### src/rtl/i2c_pkg.sv
// Shared constants and FSM state encoding for the I2C command arbiter.
package i2c_pkg;

  localparam int REQ_DATA_W = 16;
  localparam int FRAME_W    = 24;
  localparam logic [7:0] DEV_BYTE = 8'h34;

  typedef enum logic [2:0] {
    S_IDLE   = 3'd0,
    S_GRANT  = 3'd1,
    S_ISSUE  = 3'd2,
    S_WAIT   = 3'd3,
    S_GAP    = 3'd4,
    S_REPORT = 3'd5
  } state_t;

endpackage

### src/rtl/rr_arbiter.sv
// Round-robin requester selection: the search begins one past the last grant.
module rr_arbiter #(
  parameter int NUM_REQ = 2,
  parameter int IDX_W   = (NUM_REQ > 1) ? $clog2(NUM_REQ) : 1
) (
  input  logic [NUM_REQ-1:0] req,
  input  logic [IDX_W-1:0]   last_grant,
  output logic [IDX_W-1:0]   grant,
  output logic               any_valid
);

  logic             found;
  logic [IDX_W-1:0] cand;

  always_comb begin
    grant     = last_grant;
    found     = 1'b0;
    cand      = '0;
    any_valid = |req;
    for (int i = 1; i <= NUM_REQ; i++) begin
      cand = IDX_W'((int'(last_grant) + i) % NUM_REQ);
      if (!found && req[cand]) begin
        grant = cand;
        found = 1'b1;
      end
    end
  end

endmodule

### src/rtl/i2c_cmd_arbiter.sv
// Arbitrates register-write requests onto one I2C frame engine, with
// NACK/timeout retry, a fixed inter-attempt gap and per-requester completion.
module i2c_cmd_arbiter
  import i2c_pkg::*;
#(
  parameter int NUM_REQ    = 2,
  parameter int MAX_RETRY  = 3,
  parameter int GAP_CYCLES = 4,
  parameter int TIMEOUT    = 65535
) (
  input  logic                         i_clk,
  input  logic                         i_rst,
  input  logic [NUM_REQ-1:0]           i_req_valid,
  input  logic [NUM_REQ*REQ_DATA_W-1:0] i_req_data,
  output logic [NUM_REQ-1:0]           o_req_ready,
  output logic [NUM_REQ-1:0]           o_req_done,
  output logic [NUM_REQ-1:0]           o_req_err,
  output logic                         o_i2c_start,
  output logic [FRAME_W-1:0]           o_i2c_frame,
  input  logic                         i_i2c_done,
  input  logic                         i_i2c_nack,
  output logic                         o_busy
);

  localparam int IDX_W = (NUM_REQ > 1) ? $clog2(NUM_REQ) : 1;
  localparam int RTY_W = (MAX_RETRY > 0) ? $clog2(MAX_RETRY + 1) : 1;
  localparam int TMO_W = $clog2(TIMEOUT + 1);
  localparam int GAP_W = (GAP_CYCLES > 1) ? $clog2(GAP_CYCLES + 1) : 1;

  localparam logic [RTY_W-1:0] RTY_MAX  = RTY_W'(MAX_RETRY);
  localparam logic [TMO_W-1:0] TMO_MAX  = TMO_W'(TIMEOUT);
  localparam logic [TMO_W-1:0] TMO_LAST = TMO_W'(TIMEOUT - 1);
  localparam logic [GAP_W-1:0] GAP_LAST = GAP_W'(GAP_CYCLES - 1);

  state_t                  state;
  logic [IDX_W-1:0]        winner;
  logic [IDX_W-1:0]        last_grant;
  logic [FRAME_W-1:0]      frame;
  logic [RTY_W-1:0]        rty_cnt;
  logic [TMO_W-1:0]        tmo_cnt;
  logic [GAP_W-1:0]        gap_cnt;
  logic                    err_flag;

  logic [IDX_W-1:0]        rr_grant;
  logic                    rr_any;
  logic [REQ_DATA_W-1:0]   sel_data;
  logic [NUM_REQ-1:0]      win_oh;
  logic                    frame_fail;

  rr_arbiter #(
    .NUM_REQ (NUM_REQ),
    .IDX_W   (IDX_W)
  ) u_rr (
    .req        (i_req_valid),
    .last_grant (last_grant),
    .grant      (rr_grant),
    .any_valid  (rr_any)
  );

  always_comb begin
    sel_data = '0;
    for (int k = 0; k < NUM_REQ; k++) begin
      if (rr_grant == IDX_W'(k)) sel_data = i_req_data[k*REQ_DATA_W +: REQ_DATA_W];
    end
  end

  always_comb begin
    win_oh         = '0;
    win_oh[winner] = 1'b1;
  end

  // Failure is decided in the TIMEOUT-th consecutive WAIT cycle without a done.
  assign frame_fail = (i_i2c_done && i_i2c_nack) || (tmo_cnt == TMO_LAST);

  always_ff @(posedge i_clk or posedge i_rst) begin
    if (i_rst) begin
      state      <= S_IDLE;
      winner     <= '0;
      last_grant <= IDX_W'(NUM_REQ - 1);
      frame      <= '0;
      rty_cnt    <= '0;
      tmo_cnt    <= '0;
      gap_cnt    <= '0;
      err_flag   <= 1'b0;
    end else begin
      case (state)
        S_IDLE: begin
          if (rr_any) begin
            state    <= S_GRANT;
            winner   <= rr_grant;
            frame    <= {DEV_BYTE, sel_data};
            rty_cnt  <= '0;
            err_flag <= 1'b0;
          end
        end
        S_GRANT: state <= S_ISSUE;
        S_ISSUE: begin
          tmo_cnt <= '0;
          state   <= S_WAIT;
        end
        S_WAIT: begin
          if (i_i2c_done && !i_i2c_nack) begin
            err_flag <= 1'b0;
            state    <= S_REPORT;
          end else if (frame_fail) begin
            if (rty_cnt == RTY_MAX) begin
              err_flag <= 1'b1;
              state    <= S_REPORT;
            end else begin
              rty_cnt <= rty_cnt + 1'b1;
              gap_cnt <= '0;
              state   <= S_GAP;
            end
          end else if (tmo_cnt != TMO_MAX) begin
            tmo_cnt <= tmo_cnt + 1'b1;
          end
        end
        S_GAP: begin
          if (gap_cnt == GAP_LAST) state <= S_ISSUE;
          else gap_cnt <= gap_cnt + 1'b1;
        end
        S_REPORT: begin
          last_grant <= winner;
          state      <= S_IDLE;
        end
        default: state <= S_IDLE;
      endcase
    end
  end

  // Outputs decode straight from registered state so reset clears them at once.
  assign o_req_ready = (state == S_GRANT) ? win_oh : '0;
  assign o_req_done  = (state == S_REPORT) ? win_oh : '0;
  assign o_req_err   = (state == S_REPORT && err_flag) ? win_oh : '0;
  assign o_i2c_start = (state == S_ISSUE);
  assign o_i2c_frame = frame;
  assign o_busy      = (state != S_IDLE);

endmodule

### config.mk
export PLATFORM = sky130hd
export DESIGN_NAME = i2c_cmd_arbiter
export DESIGN_NICKNAME = d
export VERILOG_FILES = /design/src/rtl/i2c_pkg.sv /design/src/rtl/rr_arbiter.sv /design/src/rtl/i2c_cmd_arbiter.sv
export SDC_FILE = /design/constraint.sdc
export NUM_CORES = 1
export LEC_CHECK = 0
export BUFFER_PORTS_ARGS = -buffer_cell sky130_fd_sc_hd__buf_2
export CAP_MARGIN = 20
export CORE_AREA = 5 5 74 76
export CTS_CLUSTER_SIZE = 40
export DETAILED_ROUTE_END_ITERATION = 8
export DIE_AREA = 0 0 79 81
export PLACE_DENSITY = 0.83
export REMOVE_ABC_BUFFERS = 1
export SLEW_MARGIN = 20
export SYNTH_ARGS = -nofsm -noshare
export SYNTH_HDL_FRONTEND = slang
export SYNTH_SLANG_ARGS = --single-unit
### constraint.sdc
create_clock -name i_clk -period 5.4 [get_ports i_clk]
set_input_delay 0.54 -clock i_clk [delete_from_list [all_inputs] [get_ports i_clk]]
set_output_delay 0.54 -clock i_clk [all_outputs]
set_load 0.05 [all_outputs]
# ---- Yosys cells after proc, flatten, opt, wreduce, memory -nomap -nowiden
# Index checks and enable logic that the tools add are counted.
dict set report word_totals {
  regBits 44
  wordCells 94
}
dict set report classes {
  muxes 38
  add_sub_neg 5
  n_eq_ne 19
  reduce_logical 20
  n_lt_le_gt_ge 4
}
# operator count
set op_table {}
lappend op_table {{$mux W16} 4}
lappend op_table {{$pmux W16 S2} 1}
lappend op_table {{$mux W3} 8}
lappend op_table {{$add A16 B1 Y16 const B} 1}
lappend op_table {{$eq A16 B16 Y1 const B} 1}
lappend op_table {{$ne A16 B16 Y1 const B} 1}
lappend op_table {{$ne A2 B2 Y1 const B} 8}
lappend op_table {{$pmux W3 S5} 1}
lappend op_table {{$mux W2} 7}
lappend op_table {{$mux W1} 13}
lappend op_table {{$reduce_and A5 Y1} 2}
lappend op_table {{$eq A3 B2 Y1 const B} 3}
lappend op_table {{$reduce_and A4 Y1} 2}
lappend op_table {{$eq A3 B3 Y1 const B} 2}
lappend op_table {{$lt A1 B2 Y1 const B} 3}
lappend op_table {{$ne A3 B3 Y1 const B} 2}
lappend op_table {{$pmux W3 S2} 1}
lappend op_table {{$reduce_bool A2 Y1} 3}
lappend op_table {{$logic_and A1 B1 Y1} 5}
lappend op_table {{$pmux W2 S2} 1}
lappend op_table {{$add A3 B1 Y3 const B} 1}
lappend op_table {{$eq A3 B1 Y1 const B} 1}
lappend op_table {{$logic_not A3 Y1} 1}
lappend op_table {{$reduce_and A3 Y1} 1}
lappend op_table {{other kinds (11)} 13}

# ---- Depth between registers and ports, before layout
dict set report logic_depth {
  word_depth 8
  depth_mapped 7
  depth_no_buf 7
}

# ---- By module
# A second synthesis with hierarchy kept.
dict set report hier_totals {
  cells_unflattened 246
  hier_area_um2 2374.8
}
# mod area_per_inst_um2 seq_area_each_um2 cells_each n_inst
set modules_own_cells {}
lappend modules_own_cells {i2c_cmd_arbiter 2354.8 1102.3 243 1}
lappend modules_own_cells {rr_arbiter 20.0 0.0 3 1}

# ---- Least setup slack after synthesis
# OpenSTA, ideal clock, no wires.
dict set report synth_timing {
  path_kind {register -> output}
  from {register state[0]}
  to {output o_req_err[0]}
  path_stages_with_launch 6
  required_time_ns 4.860
  arrival_time_ns 1.921
  setup_slack_ns 2.939
  cell_sequence {dfrtp_1 -> clkbuf_2 -> nor2b_1 -> nand2_1 -> nor2_1 -> and2_1}
}
dict set report synth_between {
  elab_chain_cells 3
}
# item line
set synth_rtl {}
lappend synth_rtl {{start, declared} i2c_cmd_arbiter.sv:35} ;# state_t state;
lappend synth_rtl {{start signal, assigned} i2c_cmd_arbiter.sv:77} ;# state <= S_IDLE;
lappend synth_rtl {{start signal, assigned} i2c_cmd_arbiter.sv:89} ;# state <= S_GRANT;
lappend synth_rtl {{start signal, assigned} i2c_cmd_arbiter.sv:96} ;# S_GRANT: state <= S_ISSUE;
lappend synth_rtl {{$eq A3 B3 Y1} i2c_cmd_arbiter.sv:134} ;# assign o_req_err = (state == S_REPORT && err_flag) ? win_oh : '0;
lappend synth_rtl {{$logic_and A1 B1 Y1} i2c_cmd_arbiter.sv:134}
lappend synth_rtl {{$mux W2} i2c_cmd_arbiter.sv:134}
lappend synth_rtl {{end, declared} i2c_cmd_arbiter.sv:17} ;# output logic [NUM_REQ-1:0] o_req_err,
# Every way passes these cells.

# ---- Final worst setup path
dict set report layout_timing {
  from {register state[0]}
  to {output o_req_err[1]}
}
# Same word-level chain as after synthesis.

==> reports/results.ini <==
[hold_path]
holdCritPathClass = input pin to asynchronous set/reset pin

[clock_network]
holdBufCountCts = 0
cts.sink_count = 44
clock_tree.htree_level_count = 2
cts.root.buffer_cell = clkbuf_8
postCtsResizedCells = 0
cts_post_setup_buffers_inserted = 0
cts_made_buffers = 5
clock_insertion_delay_worst_skew_ns = 0.30
cts_tree = yes
clock_path_buffers = 2
clock_pin_slew_of_the_registers_on_the_worst_case_setup_and_hold_paths_ns = 0.08

[power_and_ir_drop]
total_leakage_power_nw = 1.43
ir_worst_vdd_mv = 0.323
p_per_area_nw_per_um2 = 531
design_power_total_mw = 1.56

[logic_synthesis]
ys_seq_area_share_pct = 42.9
synth_cells = 270
muxShareOfSynthArea_pct = 8.72
synth.distinct_cells = 64
post-synth-top-area-cell = dfrtp_1
synth-warning-count = 0
average_cell_area_after_synthesis_um2 = 9.51
share_of_synthesized_flip_flops_with_an_asynchronous_set_or_reset_pct = 100
synth_edf_count = 0
synth_top_family_by_area = simple AND/OR/NAND/NOR gates
mappedNetlistArea_um2 = 2570
synth_simple_gate_area_share_pct = 25.0
ys_dominant_reg_cell = dfrtp_1
yosys.area_share.adder_pct = 2.44
yosys_register_bits = 44
synth_top_cells_by_area = dfrtp_1, mux2i_1, nand2_1, o21ai_0, nand3_1
synth_top_area_share_pct = 41.9
synth_compound_gate_area_share_pct = 13.6
post_synth_xor_area_fraction_pct = 0.341

[critical_path]
cpLargestDelayFamily = simple AND/OR/NAND/NOR gates
r2r_startpoint = state[2]$_DFFE_PP0P_
timing.critical_path.cells = buf_4 > nor2b_1 > and3_1 > and2_1 > buf_2
timing.critical_path.to_type = primary output
critPathArrivalTime_ns = 1.84
crit_path_max_incr_delay_ns = 0.33
crit_fanout = 35
critical_path.startpoint_type = flop
crit_buf_inv = 2
critical-path-slowest-cell = dfrtp_1
crit_path_start = state[0]$_DFFE_PP0P_
data_required_time_at_the_worst_endpoint_ns = 4.86
critPathKind = flop to primary output

[sta]
aggregate_negative_setup_slack_ns = 0
worst_clock_skew_ns = 0.00523
tightestPinTransition_ns = 1.04
setup_viol_count_final = 0
rsz0062_at_grt = no
maxSlewHeadroom_pct = 30.7
fmaxAchievable_ghz = 0.420
fin_worst_hold_slack_ns = 0.354
finalMaxSlewViolations = 0
min_period_ns = 2.38
layout_worst_path_cycle_share_pct = 44.1
final-hold-violation-count = 0

[flow_run]
maxCapViolations = 0

[floorplanning]
placeableCoreArea_um2 = 4660
die_width_um = 79
initial_utilization_pct = 55.1
floorplan.die_area_um2 = 6400
ios = 70
die_y_um = 81
std_cell_rows = 25

[drt]
final_antenna_net_count = 0
aggregate_routed_wire_length_um = 5720
routed_wire_length_per_instance_um = 15.1
dr_pass1_iterations = 4
detailedRoute.firstIterationViolations = 181
detailroute.via_count = 2157
route.detailed.vias_per_inst = 5.71
drc = 0

[cells_and_area]
drive_gt1_share_pct = 29.0
mostFrequentLayoutCells = buf_2, dfrtp_1, nand2_1
post-route-cell-area_um2 = 2940
syn_to_final_growth_pct = 14.3
final_common_cell = buf_2
finalCoreUtilization_pct = 63.0
finish.net_count = 366
antenna-diode-count = 0

[run_status]
outcome = complete, no violations

[grt]
grt_pass1_vias = 2155
grt_antenna_before_repair = 0
grt_overflow = 0
grt_start_max_net_pins = 45
grt_pass1_wl_um = 10000
groute.usage.overall_pct = 19.7

[place]
placed_cell_area_um2 = 2840
gp_congestion = 0.857
dp_hpwl_um = 4030
placement.io_buffers = 64

flip-flops by register name (all words and copies together), names as in the netlist:
name	flops
last_grant	1
gap_cnt	3
tmo_cnt	16
winner	1
err_flag	1
state	3
rty_cnt	2
o_i2c_frame	17
power by group:
part	leakage (nW)	switching, mW	internal (mW)
Combinational	0.828	0.571	0.232
Sequential	0.561	0.0910	0.449
Clock	0.0445	0.114	0.104
tightest hold or removal path, stage by stage:
cell      delay (ns)
buf_2           0.10
clkinv_1        0.03
buf_4           0.45
cell families after synthesis:
logic type,Yosys count
compound gates,52
xor+xnor,1
fa+ha+maj,5
buf+inv,31
flops,44
mux,22
other cells,1
simple gates,114
through the flow:
step,instances,setup WS (ns)
after detailed placement,370,3.11
after global routing,378,2.86
after floorplan,250,2.53
after global placement,370,3.24
final,378,3.02
after CTS,378,3.01
cell type report:
class                      count  area (µm²)
fill                         375        1720
clock buffer                   7        86.3
inverter                       7        26.3
sequential                    44        1100
multi-input combinational    199        1310
tap                           54        67.6
clock inverter                 1        7.51
timing repair buffer          66         335
Yosys cell counts, types with 6 or more instances:
| cell type | count |
|---|---|
| nand3_1 | 15 |
| dfrtp_1 | 43 |
| clkbuf_1 | 9 |
| nand2_1 | 36 |
| buf_4 | 7 |
| nor2b_1 | 6 |
| inv_1 | 7 |
| o21ai_0 | 20 |
| mux2i_1 | 19 |
| nor2_1 | 16 |
routing by layer:
layer	vias up	global-route usage [%]	share of wire, %
met4	0	7.73	1.5
met3	8	5.65	8.1
li1	1063	-	-
met5	-	0	0
met1	990	24.0	43
met2	96	32.9	47
worst paths after layout:
path                                                to  cells after the start  slack, ns
min in group i_clk          o_i2c_frame[0]$_DFFE_PP0P_                      2       0.48
hold / removal             o_i2c_frame[14]$_DFFE_PP0P_                      3       0.35
max in group asynchronous       last_grant$_DFFE_PP1N_                      3       4.65
setup / recovery                          o_req_err[1]                      5       3.02
hold reg to reg             o_i2c_frame[0]$_DFFE_PP0P_                      2       0.48
setup reg to reg                  err_flag$_DFFE_PP0P_                      5       3.07
Note: power is estimated with default switching activity, not from simulation.
